File: config.mk
export PLATFORM = sky130hd
export DESIGN_NAME = run_controller
export DESIGN_NICKNAME = d
export VERILOG_FILES = /design/src/rtl/run_controller.sv
export SDC_FILE = /design/constraint.sdc
export NUM_CORES = 1
export LEC_CHECK = 0
export ABC_CLOCK_PERIOD_IN_PS = 3220
export CAP_MARGIN = 30
export CORE_MARGIN = 1.5
export CORE_UTILIZATION = 47
export DETAILED_ROUTE_END_ITERATION = 6
export PLACE_DENSITY = 0.9
export SYNTH_ARGS = -nofsm -noshare
export SYNTH_HDL_FRONTEND = slang
export SYNTH_SLANG_ARGS = --single-unit
File: constraint.sdc
create_clock -name clk -period 3.22 [get_ports clk]
set_clock_uncertainty 0.1 [all_clocks]
set_input_delay 0.483 -clock clk [delete_from_list [all_inputs] [get_ports clk]]
set_output_delay 0.483 -clock clk [all_outputs]
set_load 0.05 [all_outputs]
File: src/rtl/run_controller.sv
// run_controller: loads a program image into ROM, runs the CPU and captures a watched result write
//   clk, reset                    : rising-edge clock, asynchronous active-high reset
//   start                         : begins a load from IDLE or DONE
//   load_valid/ready/data/last    : program word stream into ROM
//   rom_we/rom_addr/rom_wdata     : ROM write port (program words, then padding)
//   cpu_reset                     : CPU reset, released only while running
//   mem_we/mem_addr/mem_wdata     : snooped CPU data-memory write bus
//   busy/done/timeout/result/cycles : run status and outcome
module run_controller #(
    parameter int WORD_W       = 16,
    parameter int ADDR_W       = 6,
    parameter int DATA_W       = 16,
    parameter int MEM_ADDR_W   = 8,
    parameter int WATCH_ADDR   = 0,
    parameter int RESET_CYCLES = 2,
    parameter int MAX_CYCLES   = 500,
    parameter int CNT_W        = 16,
    parameter int PAD_WORD     = 0
) (
    input  logic                  clk,
    input  logic                  reset,
    input  logic                  start,
    input  logic                  load_valid,
    output logic                  load_ready,
    input  logic [WORD_W-1:0]     load_data,
    input  logic                  load_last,
    output logic                  rom_we,
    output logic [ADDR_W-1:0]     rom_addr,
    output logic [WORD_W-1:0]     rom_wdata,
    output logic                  cpu_reset,
    input  logic                  mem_we,
    input  logic [MEM_ADDR_W-1:0] mem_addr,
    input  logic [DATA_W-1:0]     mem_wdata,
    output logic                  busy,
    output logic                  done,
    output logic                  timeout,
    output logic [DATA_W-1:0]     result,
    output logic [CNT_W-1:0]      cycles
);
    localparam int HOLD_W = $clog2(RESET_CYCLES + 1);
    typedef enum logic [2:0] {IDLE, LOAD, PAD, HOLD, RUN, DONE} state_t;
    state_t state;
    logic [ADDR_W-1:0] ptr;
    logic [HOLD_W-1:0] hcnt;
    logic [CNT_W-1:0] cnt;
    logic ptr_end, watch_hit;
    assign ptr_end    = ptr == '1;
    assign watch_hit  = mem_we && mem_addr == MEM_ADDR_W'(WATCH_ADDR);
    assign load_ready = state == LOAD;
    assign busy       = state inside {LOAD, PAD, HOLD, RUN};
    assign done       = state == DONE;
    assign cpu_reset  = state != RUN;
    // ROM port follows the load stream directly in LOAD; PAD fills the rest
    assign rom_we     = (load_ready && load_valid) || state == PAD;
    assign rom_addr   = (load_ready || state == PAD) ? ptr : '0;
    assign rom_wdata  = load_ready ? load_data : state == PAD ? WORD_W'(PAD_WORD) : '0;
    always_ff @(posedge clk or posedge reset) begin
        if (reset) begin
            state   <= IDLE;
            ptr     <= '0;
            hcnt    <= '0;
            cnt     <= '0;
            timeout <= 1'b0;
            result  <= '0;
            cycles  <= '0;
        end else begin
            case (state)
                IDLE, DONE: if (start) begin
                    state   <= LOAD;
                    ptr     <= '0;
                    timeout <= 1'b0;
                    result  <= '0;
                    cycles  <= '0;
                end
                LOAD: if (load_valid) begin
                    ptr <= ptr + 1'b1;
                    // the last ROM word skips padding because the pointer wraps
                    if (load_last || ptr_end) state <= ptr_end ? HOLD : PAD;
                end
                PAD: begin
                    ptr <= ptr + 1'b1;
                    if (ptr_end) state <= HOLD;
                end
                HOLD: if (hcnt == HOLD_W'(RESET_CYCLES - 1)) begin
                    hcnt  <= '0;
                    cnt   <= '0;
                    state <= RUN;
                end else begin
                    hcnt <= hcnt + 1'b1;
                end
                RUN: if (watch_hit) begin
                    // a watch write on the final budget cycle still counts as success
                    result  <= mem_wdata;
                    cycles  <= cnt + 1'b1;
                    timeout <= 1'b0;
                    state   <= DONE;
                end else if (cnt + 1'b1 == CNT_W'(MAX_CYCLES)) begin
                    timeout <= 1'b1;
                    cycles  <= CNT_W'(MAX_CYCLES);
                    state   <= DONE;
                end else begin
                    cnt <= cnt + 1'b1;
                end
                default: state <= IDLE;
            endcase
        end
    end
endmodule

==> metrics.txt <==
Port Buffers 105; final WL 8.47 mm; Clock transition at path regs 0.07 ns; clock sink total 60; Routed Antenna Nets 0; Antenna Cells 0; initial antenna violation count 0; Setup crit end cycles[12]$_DFFE_PP0P_; commonest non-fill, non-tap cells in the layout clkdlybuf4s50_1 (103), dfrtp_1 (60), nand2_1 (48); final setup violation count 0; Mapped Cells 353; CTS Buf Count 9; power density cells 744 nW/um^2; Non-Filler Instances 559; Async SR Flop Fraction 100%; RSZ-0062 raised after global routing false; Reg-to-Reg End cycles[12]$_DFFE_PP0P_; TritonRoute pass-1 iters 5; slowest stage delay, CP 0.69 ns; first-pass GRT wire length 14.2 mm; EDFF count, synth 0; post-route design area 4720 um^2; ranking of synthesized cells by area dfrtp_1 (44%), nand2_1 (5.3%), a22o_1 (4.9%); syn avg cell area 9.62 um^2; largest net degree at the start of global routing 61; Final Util 68.3%; Post-Syn Area 3400 um^2; Max VDD drop 0.559 mV; worst-skew pair later-pin latency 0.34 ns; FF+latch count, synth 60; global route overflow 0; Worst Tran Pin Value 0.741 ns; Synth Warn # 0; RePlAce Congestion 0.964; Critical path origin cnt[5]$_DFFE_PP0P_; vias in the first global route 3041; Post-DP Area 4520 um^2; CP Cell Sequence nand4_1, or4_1, mux2i_1, a2111oi_4, o21ai_4, a22o_2; CTS tree done; Core Area 6910 um^2; Post-DP HPWL 6.04 mm; Die H 88.0 um; most common cell after layout, fill and taps aside clkdlybuf4s50_1; Final min period 3.05 ns; Post-CTS Setup Bufs 0; Via-to-Cell Ratio 5.47; WL/cell 15.2 um; CP required 3.36 ns; Area Overhead vs Synth 38.8%; GRT Util Overall 23.4%; Clock Path Buffers 2; count of cell types in the netlist 55; crit path DAT 3.18 ns; FILL cells 542; Starting Density 49.2%; Leak 2.01 nW; Root Buffer clkbuf_8; max cap viols 0; # DRC 0; die width 88.0 um; area leader, netlist dfrtp_1; outcome finished clean; Iteration-0 DRC Markers 188; Final Power 3.51 mW; part of the cycle the worst path needs 94.6%; syn_nets 402; top cell type's share of synthesized area 44.2%; Slew HR 50.6%; Max Clk Rate 328 MHz; hold buffer count at CTS 0; FF-to-FF setup slack 0.17 ns; Max Slew Vio Count 0; Hold WC Path Type reg2reg; CP max stage cell a2111oi_4; Hold Vio Cnt, Final 0; FF-to-FF Start cnt[5]$_DFFE_PP0P_; total die area 7750 um^2; setup_tns 0 ns; placed insts 543; reg2reg path depth 6; Critical Path Start Type flop; I/O pins 106; Rows 30; post_cts resized 0; share of cells above drive strength 1 12.7%; Critical Path End Type flop; Seq/Total Area, Yosys 44.2%; worst-path fanout max 16; Total Nets Final 507; Vias 3055; top_reg_cell synth dfrtp_1; htree depth 3; WS Path Type reg2reg
[registers in the layout (all words and copies together), names as in the netlist]
signal,cells
cycles,16
result,16
state,3
hcnt,2
timeout,1
ptr,6
cnt,16
[worst max-delay path: cells and delay by family, from the launching register on]
| family | cells | cell delay [ns] |
|---|---|---|
| AOI/OAI and AO/OA | 3 | 1.30 |
| and+or+nand+nor | 2 | 0.83 |
| DFF | 1 | 0.50 |
| muxes | 1 | 0.20 |
[logic make-up after synthesis]
family	Yosys count	synth area share (%)
AO/OA/AOI/OAI	82	20.0
XOR/XNOR	16	4.13
adder cells (fa/ha/maj)	3	1.11
buffers and inverters	34	5.52
flip-flops	60	44.2
multiplexers	10	2.98
AND/OR/NAND/NOR	148	22.1
[worst min-delay path by stage]
stage                           start  cells past startpoint                     end
5_1_grt        cycles[10]$_DFFE_PP0P_                      1  cycles[10]$_DFFE_PP0P_
2_1_floorplan     hcnt[0]$_DFFE_PP0P_                      1     hcnt[0]$_DFFE_PP0P_
6_report          hcnt[0]$_DFFE_PP0P_                      1     hcnt[0]$_DFFE_PP0P_
3_5_place_dp      hcnt[0]$_DFFE_PP0P_                      1     hcnt[0]$_DFFE_PP0P_
4_1_cts           hcnt[0]$_DFFE_PP0P_                      1     hcnt[0]$_DFFE_PP0P_
3_3_place_gp      timeout$_DFFE_PP0P_                      2     timeout$_DFFE_PP0P_
[power by group]
group	total (mW)	internal [mW]	leakage (nW)	switching [mW]
Sequential	1.09	0.891	0.814	0.200
Combinational	1.73	0.650	1.10	1.08
Clock	0.686	0.360	0.0958	0.325
[cell type report]
class                      count  area [um^2]  share of cell area, %
clock inverter                 7         76.3                   1.62
tap                           96          120                   2.55
multi-input combinational    259         1710                   36.2
timing repair buffer         116         1140                   24.2
inverter                      12         45.0                  0.955
clock buffer                   9          124                   2.63
sequential                    60         1500                   31.8
[synth_stat cells, drive strengths merged, types with 3 or more instances]
master   instances
o2bb2ai          3
a31oi            4
buf              8
inv             12
a21oi           15
xor2             5
or3              3
nor2b            4
and2            25
mux2i            9
or2              3
nor3             7
and4             4
o31ai            3
ha               3
nand3           12
nand2           48
xnor2           11
and3             4
o21ai           15
a22o            23
nand2b           3
dfrtp           60
clkbuf          14
nor2            24
a21o             5
nand4            7
[stage by stage]
step / setup slack, ns / hold slack [ns]
2_1_floorplan: 0.635 / 0.355
4_1_cts: 0.219 / 0.399
3_5_place_dp: 0.253 / 0.382
3_3_place_gp: 0.372 / 0.365
6_report: 0.174 / 0.390
5_1_grt: 0.0560 / 0.415
[layer usage]
layer,vias to the layer above,global-route usage (%),wire (um)
met4,0,9.38,170
met3,18,4.52,474
li1,1445,-,-
met1,1477,30.3,3580
met5,-,0,0
met2,115,38.7,4240
(Power assumes the default switching activity.)
